[src/rtl/qcw_pkg.sv]
// Shared types and constants for the QCW burst sequencer.
package qcw_pkg;

  typedef enum logic [2:0] {
    S_IDLE     = 3'd0,
    S_ARM      = 3'd1,
    S_GUARD    = 3'd2,
    S_RUN      = 3'd3,
    S_COOLDOWN = 3'd4,
    S_FAULT    = 3'd5
  } state_t;

  localparam int unsigned PHASE_W    = 8;
  localparam int unsigned PHASE_FRAC = 4;
  localparam int unsigned ACC_W      = PHASE_W + PHASE_FRAC;

endpackage

[src/rtl/qcw_phase_ramp.sv]
// Q8.4 saturating phase accumulator: load a start value, add a Q4.4 step
// per drive cycle, clamp at the ramp ceiling. Output is the integer part.
module qcw_phase_ramp
  import qcw_pkg::*;
(
  input  logic               i_clk,
  input  logic               i_rst,
  input  logic               i_load,
  input  logic [PHASE_W-1:0] i_load_val,
  input  logic               i_step_en,
  input  logic [PHASE_W-1:0] i_step,
  input  logic [PHASE_W-1:0] i_end,
  output logic [PHASE_W-1:0] o_phase
);

  localparam int unsigned EXT_W = ACC_W + 1 - PHASE_W;

  logic [ACC_W-1:0] r_acc;
  logic [ACC_W-1:0] w_ceil;
  logic [ACC_W:0]   w_sum;
  logic [ACC_W-1:0] w_next;

  assign w_ceil = {i_end, {PHASE_FRAC{1'b0}}};
  assign w_sum  = {1'b0, r_acc} + {{EXT_W{1'b0}}, i_step};

  // min(acc + step, ceiling); one extra sum bit so the add never wraps.
  // An accumulator already above the ceiling (end < start) clamps down too.
  always_comb begin
    w_next = w_sum[ACC_W-1:0];
    if (w_sum > {1'b0, w_ceil}) begin
      w_next = w_ceil;
    end
  end

  // Accumulator register: load has priority over stepping.
  always_ff @(posedge i_clk) begin
    if (i_rst) begin
      r_acc <= '0;
    end else if (i_load) begin
      r_acc <= {i_load_val, {PHASE_FRAC{1'b0}}};
    end else if (i_step_en) begin
      r_acc <= w_next;
    end
  end

  assign o_phase = r_acc[ACC_W-1:PHASE_FRAC];

endmodule

[src/rtl/qcw_burst_sequencer.sv]
// QCW burst sequencer: trigger -> ARM (start pulse) -> GUARD -> RUN (phase
// ramp, watchdog) -> COOLDOWN -> IDLE, with a latched FAULT state.
// Optional feature macro: QCW_AUTO_RETRY_EN (auto re-arm after PLL fault).
module qcw_burst_sequencer
  import qcw_pkg::*;
#(
  parameter int unsigned COOLDOWN_W  = 16,
  parameter int unsigned WDOG_CYCLES = 2000,
  parameter int unsigned MAX_RETRIES = 3
) (
  input  logic                  i_clk,
  input  logic                  i_rst,
  input  logic                  i_enable,
  input  logic                  i_trigger,
  input  logic                  i_abort,
  input  logic [15:0]           i_cfg_cycles,
  input  logic [7:0]            i_cfg_phase_start,
  input  logic [7:0]            i_cfg_phase_end,
  input  logic [7:0]            i_cfg_ramp_step,
  input  logic [COOLDOWN_W-1:0] i_cfg_cooldown,
  input  logic                  i_clear_fault,
  input  logic                  i_pll_cycle_finished,
  input  logic                  i_pll_done,
  input  logic                  i_pll_fault,
  output logic                  o_pll_start,
  output logic                  o_pll_halt,
  output logic [7:0]            o_pll_phase_shift,
  output logic [15:0]           o_pll_cycle_limit,
  output logic                  o_busy,
  output logic                  o_fault_lock,
  output logic                  o_missed_trigger,
  output logic [15:0]           o_burst_count
);

`ifdef QCW_AUTO_RETRY_EN
  localparam bit RETRY_EN = 1'b1;
`else
  localparam bit RETRY_EN = 1'b0;
`endif

  localparam int unsigned WDOG_W  = $clog2(WDOG_CYCLES + 1);
  localparam int unsigned RETRY_W = (MAX_RETRIES > 0) ? $clog2(MAX_RETRIES + 1) : 1;

  state_t r_state;
  state_t w_state_nxt;

  logic r_trig_q, r_done_q, r_fault_q;
  logic w_trig_ev, w_done_ev, w_fault_ev;

  logic [15:0]           r_cycles;
  logic [7:0]            r_phase_start;
  logic [7:0]            r_phase_end;
  logic [7:0]            r_step;
  logic [COOLDOWN_W-1:0] r_cool;
  logic [WDOG_W-1:0]     r_wdog;
  logic                  r_guard_cnt;
  logic [RETRY_W-1:0]    r_retries;
  logic                  r_retry_pend;
  logic                  r_missed;
  logic [15:0]           r_burst_cnt;

  logic       w_accept;
  logic       w_wdog_trip;
  logic       w_retry_ok;
  logic       w_ramp_load;
  logic [7:0] w_ramp_load_val;
  logic       w_ramp_step;
  logic       w_cool_load;
  logic       w_count_burst;
  logic       w_retry_inc;
  logic       w_retry_clr;
  logic       w_pll_start;
  logic       w_pll_halt;
  logic [7:0] w_phase;

  assign w_trig_ev  = i_trigger & ~r_trig_q;
  assign w_done_ev  = i_pll_done & ~r_done_q;
  assign w_fault_ev = i_pll_fault & ~r_fault_q;

  assign w_accept    = (r_state == S_IDLE) && w_trig_ev && i_enable && (i_cfg_cycles != '0);
  assign w_wdog_trip = (r_state == S_RUN) && (r_wdog == WDOG_W'(WDOG_CYCLES));
  assign w_retry_ok  = RETRY_EN && (r_retries < RETRY_W'(MAX_RETRIES));
  assign w_ramp_step = (r_state == S_RUN) && i_pll_cycle_finished;

  // State register.
  always_ff @(posedge i_clk) begin
    if (i_rst) begin
      r_state <= S_IDLE;
    end else begin
      r_state <= w_state_nxt;
    end
  end

  // Next-state decode and per-state control strobes.
  // In RUN a fault edge outranks the watchdog, which outranks a done edge,
  // so a simultaneous done/fault never counts the burst.
  always_comb begin
    w_state_nxt     = r_state;
    w_ramp_load     = 1'b0;
    w_ramp_load_val = r_phase_start;
    w_cool_load     = 1'b0;
    w_count_burst   = 1'b0;
    w_retry_inc     = 1'b0;
    w_retry_clr     = 1'b0;
    w_pll_start     = 1'b0;
    w_pll_halt      = 1'b0;
    case (r_state)
      S_IDLE: begin
        if (w_accept) begin
          w_ramp_load     = 1'b1;
          w_ramp_load_val = i_cfg_phase_start;
          w_retry_clr     = 1'b1;
          w_state_nxt     = S_ARM;
        end
      end
      S_ARM: begin
        w_pll_start = 1'b1;
        w_state_nxt = S_GUARD;
      end
      S_GUARD: begin
        if (r_guard_cnt) begin
          w_state_nxt = S_RUN;
        end
      end
      S_RUN: begin
        if (i_abort) begin
          w_pll_halt = 1'b1;
        end
        if (w_fault_ev) begin
          if (w_retry_ok) begin
            w_retry_inc = 1'b1;
            w_cool_load = 1'b1;
            w_state_nxt = S_COOLDOWN;
          end else begin
            w_state_nxt = S_FAULT;
          end
        end else if (w_wdog_trip) begin
          w_pll_halt  = 1'b1;
          w_state_nxt = S_FAULT;
        end else if (w_done_ev) begin
          w_count_burst = 1'b1;
          w_cool_load   = 1'b1;
          w_retry_clr   = 1'b1;
          w_state_nxt   = S_COOLDOWN;
        end
      end
      S_COOLDOWN: begin
        if (r_cool == '0) begin
          if (r_retry_pend) begin
            w_ramp_load = 1'b1;
            w_state_nxt = S_ARM;
          end else begin
            w_state_nxt = S_IDLE;
          end
        end
      end
      S_FAULT: begin
        w_pll_halt = 1'b1;
        if (i_clear_fault) begin
          w_state_nxt = S_IDLE;
        end
      end
      default: begin
        w_state_nxt = S_IDLE;
      end
    endcase
  end

  // Edge detectors, latched config, counters and sticky flags.
  always_ff @(posedge i_clk) begin
    if (i_rst) begin
      r_trig_q      <= 1'b0;
      r_done_q      <= 1'b0;
      r_fault_q     <= 1'b0;
      r_cycles      <= '0;
      r_phase_start <= '0;
      r_phase_end   <= '0;
      r_step        <= '0;
      r_cool        <= '0;
      r_wdog        <= '0;
      r_guard_cnt   <= 1'b0;
      r_retries     <= '0;
      r_retry_pend  <= 1'b0;
      r_missed      <= 1'b0;
      r_burst_cnt   <= '0;
    end else begin
      r_trig_q  <= i_trigger;
      r_done_q  <= i_pll_done;
      r_fault_q <= i_pll_fault;

      if (w_accept) begin
        r_cycles      <= i_cfg_cycles;
        r_phase_start <= i_cfg_phase_start;
        r_phase_end   <= i_cfg_phase_end;
        r_step        <= i_cfg_ramp_step;
      end

      r_guard_cnt <= (r_state == S_GUARD) ? ~r_guard_cnt : 1'b0;

      if ((r_state == S_RUN) && !i_pll_cycle_finished) begin
        r_wdog <= r_wdog + WDOG_W'(1);
      end else begin
        r_wdog <= '0;
      end

      if (w_cool_load) begin
        r_cool <= i_cfg_cooldown;
      end else if ((r_state == S_COOLDOWN) && (r_cool != '0)) begin
        r_cool <= r_cool - COOLDOWN_W'(1);
      end

      if (w_retry_clr) begin
        r_retries <= '0;
      end else if (w_retry_inc) begin
        r_retries <= r_retries + RETRY_W'(1);
      end

      if (w_retry_inc) begin
        r_retry_pend <= 1'b1;
      end else if (w_ramp_load || w_retry_clr) begin
        r_retry_pend <= 1'b0;
      end

      if (i_clear_fault) begin
        r_missed <= 1'b0;
      end else if (w_trig_ev && !w_accept) begin
        r_missed <= 1'b1;
      end

      if (w_count_burst) begin
        r_burst_cnt <= r_burst_cnt + 16'd1;
      end
    end
  end

  qcw_phase_ramp u_ramp (
    .i_clk      (i_clk),
    .i_rst      (i_rst),
    .i_load     (w_ramp_load),
    .i_load_val (w_ramp_load_val),
    .i_step_en  (w_ramp_step),
    .i_step     (r_step),
    .i_end      (r_phase_end),
    .o_phase    (w_phase)
  );

  assign o_pll_start       = w_pll_start;
  assign o_pll_halt        = w_pll_halt;
  assign o_pll_phase_shift = ((r_state == S_ARM) || (r_state == S_GUARD) || (r_state == S_RUN))
                             ? w_phase : '0;
  assign o_pll_cycle_limit = r_cycles;
  assign o_busy            = (r_state != S_IDLE);
  assign o_fault_lock      = (r_state == S_FAULT);
  assign o_missed_trigger  = r_missed;
  assign o_burst_count     = r_burst_cnt;

endmodule

[config.mk]
export PLATFORM = sky130hd
export DESIGN_NAME = qcw_burst_sequencer
export DESIGN_NICKNAME = d
export VERILOG_FILES = /design/src/rtl/qcw_pkg.sv /design/src/rtl/qcw_phase_ramp.sv /design/src/rtl/qcw_burst_sequencer.sv
export SDC_FILE = /design/constraint.sdc
export NUM_CORES = 1
export LEC_CHECK = 0
export CELL_PAD_IN_SITES_DETAIL_PLACEMENT = 1
export CELL_PAD_IN_SITES_GLOBAL_PLACEMENT = 1
export CORE_MARGIN = 3
export CORE_UTILIZATION = 33
export DETAILED_ROUTE_END_ITERATION = 12
export PLACE_DENSITY = 0.76
export SLEW_MARGIN = 30
export SYNTH_ARGS = -nofsm -noshare
export SYNTH_HDL_FRONTEND = slang
export SYNTH_SLANG_ARGS = --single-unit
[constraint.sdc]
create_clock -name i_clk -period 3.3 [get_ports i_clk]
set_input_delay 0.825 -clock i_clk [delete_from_list [all_inputs] [get_ports i_clk]]
set_output_delay 0.825 -clock i_clk [all_outputs]
set_load 0.1 [all_outputs]
[After elaboration in Yosys (flattened, before gate mapping)]
Cells that the tools add are included.
Cells by class
  mux-type cells: 27
  reductions and logical operators: 24
  bitwise gates (word level): 9
  equal/unequal tests: 11
  add/sub/neg operators: 4
  magnitude comparators: 1
Operators with widths (number)
  $mux 12: 3
  $mux 16: 2
  $reduce_bool 16->1: 2
  $mux 8: 3
  $mux 3: 7
  $pmux 3 s6: 1
  $add 16x1->16 const B: 1
  $logic_not 16->1: 1
  $sub 16x1->16 const B: 1
  $add 12x8->13: 1
  $gt 13x12->1: 1
  $add 11x1->11 const B: 1
  $eq 11x11->1 const B: 1
  $mux 1: 10
  $logic_and 1x1->1: 8
  $ne 2x2->1 const B: 4
  $reduce_or 2->1: 4
  $eq 3x2->1 const B: 2
  $eq 3x3->1 const B: 2
  $not 1->1: 6
  $reduce_and 5->1: 1
  $ne 4x4->1 const B: 1
  $reduce_bool 2->1: 2
  $and 1x1->1: 3
  6 further kinds: 8
Word-level totals
  register bits: 103
  input port bits: 65
  output and inout port bits: 45
  logic and storage cells: 91

[Logic depth before layout (Yosys ltp)]
  depth after elaboration: 8
  depth in mapped cells: 14
  depth with buffers taken out: 13

[Cells and area by module]
Synthesis repeated with hierarchy kept, for this count alone.
Second synthesis, totals
  cell total of the unflattened synthesis: 694
  area, all modules: 5955.7 um2
By module, submodules not included
  qcw_burst_sequencer: sequential area each 1821.7 um2, area each 4200.3 um2, cells each 465, instances 1
  qcw_phase_ramp: sequential area each 240.2 um2, area each 1755.4 um2, cells each 229, instances 1

[Worst setup path before layout]
OpenSTA, ideal clock, no wires.
  path type: register -> register
  start point: register r_state[2]
  end point: register r_state[2]
  slack: -0.623 ns
  period minus slack after synthesis: 3.923 ns
  data required time: 3.172 ns
  arrival: 3.795 ns
  path buffers: 1
  cell stages (with the launch flop): 7
  setup time: 0.128 ns
  path through: dfxtp_1 -> clkbuf_1 -> nor3b_1 -> a21boi_0 -> o311ai_2 -> mux2i_1 -> nor2_1
On the way
  elaborated cells on any way between the ends: 19
  classes of those cells: eq/ne: 10; mux: 3; reduce/logical: 6
RTL lines
  start, declared: line qcw_burst_sequencer.sv:44  | state_t r_state;
  start signal, assigned: line qcw_burst_sequencer.sv:90  | r_state <= w_state_nxt;
  $eq 3x3->1 *
  via o_fault_lock: line qcw_burst_sequencer.sv:30  | output logic o_fault_lock,
  $ne 2x2->1 (no source line)
  $reduce_and 5->1 (no source line)
The timed path passes the listed nets; every way through them passes the cells marked *.
A chain may end at the register's enable or synchronous reset.

[Final worst setup path]
  start point: register u_ramp.r_acc[0]
  end point: register u_ramp.r_acc[4]
On the way
  longest elaborated chain between the ends: 5
RTL lines
  start, declared: line qcw_phase_ramp.sv:18  | logic [ACC_W-1:0] r_acc;
  start signal, assigned: line qcw_phase_ramp.sv:40  | r_acc <= {i_load_val, {PHASE_FRAC{1'b0}}};
  start signal, assigned: line qcw_phase_ramp.sv:42  | r_acc <= w_next;
  $add 12x8->13 *: line qcw_phase_ramp.sv:24  | assign w_sum = {1'b0, r_acc} + {{EXT_W{1'b0}}, i_step};
  $gt 13x12->1: line qcw_phase_ramp.sv:30  | if (w_sum > {1'b0, w_ceil}) begin
  $mux 12 *: line qcw_phase_ramp.sv:30
  $mux 12 *: line qcw_phase_ramp.sv:41  | end else if (i_step_en) begin
  $mux 12 *: line qcw_phase_ramp.sv:39  | end else if (i_load) begin
Mark *: on every way between the ends. The rest lies on a longest branch, timed or not. The select of a mux whose other input is x is not followed.

==> reports/metrics.yaml <==
status: "complete, but fails checks"
violations: "negative setup slack"
period_share_pct: 101.3
crit_type: "reg2reg"
die_height_um: 128.5
start_util_pct: 33.93
grt_pass1_vias: 5203
die-area_mm2: 0.01650
setup_viol: 6
yosysTopAreaCell: "dfxtp_1"
syn_area_per_cell_um2: 7.958
route.detailed.drc: 0
vias: 4941
yosysWarnings: 0
ys_ff_latch: 95
tns_ns: -0.1728
cp_cell_sequence: "ha_4 > fa_2 > a211oi_4 > o21ai_2 > o21ai_0 > xnor2_1 > ha_1 > nand4_1 > o221a_2 > o21ai_4 > buf_4 > buf_4 > a21bo_4 > nand3_2 > a31oi_1"
grt_pass1_wl_um: 25490
multi_input_comb_area_mm2: 0.002997
fillers: 1707
drtIter0Drc: 202
post-synth-top-area-fraction_pct: 38.42
worst_slew_pin_slew_ns: 0.6396
syn2layout_area_growth_pct: 36.00
via_per_inst: 5.319
synth-async-reset-ratio_pct: 0
cp_common_cell: "buf_4"
ir_drop_v: 0.0003098
cp.arrival_ns: 3.62
slowest_stage: "fa_2"
maxCapViolCount: 0
die_w_um: 128.5
synthCells: 622
antenna_found_initial: 0
synth_area_leaders: "dfxtp_1 (38%), nand2_1 (6.9%), a21oi_1 (5.1%)"
boundaryPins: 110
p_leak_nw: 2.601
power.density_mw_per_mm2: 432.5
grt_max_degree: 35
dp_hpwl_um: 11440
relSlewSlack_pct: 57.00
period_minus_slack_ns: 3.341
numCtsBuffers: 9
skew_ns: 0.006799
clk_pin_slew_ns: 0.07
syn_nets: 708
drtPass1Iterations: 5
root_buffer: "clkbuf_16"
rsz0062_at_grt: "yes"
max_freq_mhz: 299.3
ctsHoldBuffers: 0
endpoint_kind: "register"
ys_seq_area_share_pct: 38.42
cts.path.max_buffers: 2
hold_class: "reg2reg"
cp_slowest_stage_delay_ns: 0.42
drv_slew: 0
io_buffers: 109
synth_edf_count: 0
critPathMaxFanout: 4
coreArea_mm2: 0.01459
synth.distinct_cells: 61
avgRoutedWirePerCell_um: 17.19
nets: 826
worstSetupStartpointType: "register"
synth.top_cells.by_count: "dfxtp_1 (95), nand2_1 (91), nor2_1 (52), a21oi_1 (50), nand3_1 (29)"
synth_area_mm2: 0.004950
diodes: 0
fin_ws_ns: -0.04146
clock_latency_ns: 0.35
layout-drive-gt1-share_pct: 18.26
place.gp.congestion: 0.8701
seq_area_mm2: 0.001904
grt.overflow.total: 0
hold_viol_final: 0
ant_nets: 0
worstPathRequired_ns: 3.58
clkSinkCount: 95
fp-row-count: 44
wl_um: 15970
grt_usage_pct: 19.10
synth-main-ff-cell: "dfxtp_1"
htree_levels: 3
fin_total_pwr_w: 0.002911
cts_tree: "yes"
synth_most_common_cell: "dfxtp_1"
## cells by family after synthesis
group,share of synthesized area [%]
AOI/OAI and AO/OA,15.82
xor gates and xnor gates,6.547
adders and majority gates,5.460
buffers and inverters,4.752
DFF,38.42
muxes,0.8594
and+or+nand+nor,28.13
## worst paths after layout
| kind | start | endpoint | slack, ns | depth (start not counted) |
|---|---|---|---|---|
| worst max-delay path | u_ramp.r_acc[0]$_SDFFE_PP0P_ | u_ramp.r_acc[4]$_SDFFE_PP0P_ | -0.04 | 15 |
| worst min-delay path | o_pll_cycle_limit[5]$_SDFFE_PP0P_ | o_pll_cycle_limit[5]$_SDFFE_PP0P_ | 0.46 | 2 |
| worst max register to register | u_ramp.r_acc[0]$_SDFFE_PP0P_ | u_ramp.r_acc[4]$_SDFFE_PP0P_ | -0.04 | 15 |
| worst min register to register | o_pll_cycle_limit[5]$_SDFFE_PP0P_ | o_pll_cycle_limit[5]$_SDFFE_PP0P_ | 0.46 | 2 |
## power breakdown
part	internal, W	switching, W	total [W]	leakage [nW]
clock	0.000508	0.000455	0.000964	0.126
combinational	0.000319	0.000420	0.000739	1.70
sequential	0.00118	0.0000299	0.00121	0.771
## metrics by stage
stage                     area (µm²)  setup slack, ns  hold slack [ns]  utilization, %  cells
after floorplan                 4965          0.01043           0.4363               -    622
after global placement          6198         -0.06637           0.4455           42.49    899
after detailed placement        6198          -0.2152           0.4514           42.49    899
after CTS                       6548         0.006014           0.4618           44.88    921
after global routing            6731          -0.2483           0.4882           46.14    929
final                           6731         -0.04146           0.4610           46.14    929
## critical path: cells and delay by family, from the launching register on
family | cells | cell delay (ns)
buf+inv | 2 | 0.25
fa+ha+maj | 3 | 0.92
simple gates | 2 | 0.22
xor+xnor | 1 | 0.15
flops | 1 | 0.34
compound gates | 7 | 1.39
## flip-flops by register name, indices dropped and copies added, names as in the netlist
name,cells
r_phase_end,8
r_guard_cnt,1
r_state,3
r_cool,16
u_ramp.r_acc,12
r_fault_q,1
r_step,8
r_trig_q,1
o_pll_cycle_limit,16
r_done_q,1
r_wdog,11
o_burst_count,16
o_missed_trigger,1
## placed cells by master, fill, tap and decap left out, types with 11 or more instances in the layout
cell,Yosys,routed
nor2_1,52,52
a21oi_1,50,48
clkdlybuf4s50_1,0,63
ha_1,20,19
xnor2_1,28,27
nand2_1,91,90
nand4_1,13,13
dfxtp_1,95,93
a211oi_1,13,11
buf_4,1,72
nor3_1,19,16
nand3_1,29,26
and2_1,15,15
o21ai_0,20,15
inv_1,26,26
## cell type report
class | count | area share (%)
clock buffer | 12 | 3.513
inverter | 26 | 1.450
timing repair buffer | 141 | 18.48
tap | 184 | 3.420
clock inverter | 4 | 0.3346
multi-input combinational | 467 | 44.52
sequential | 95 | 28.29
## metal layers
layer / up-vias / global-route usage [%] / wire (µm)
met5: - / 0 / 0
met4: 0 / 5.493 / 240
met3: 22 / 5.023 / 828
met2: 96 / 34.63 / 8385
met1: 2427 / 22.03 / 6520
li1: 2396 / - / -
## timing repair
item                                   in CTS  in global routing
resized for setup                          14                 28
pin swaps                                   2                 25
setup buffers                               4                  9
gates cloned                                2                  0
endpoints found under the hold margin       0                  0
setup endpoints to repair                  12                 12
Power figures use the tool's default switching activity.
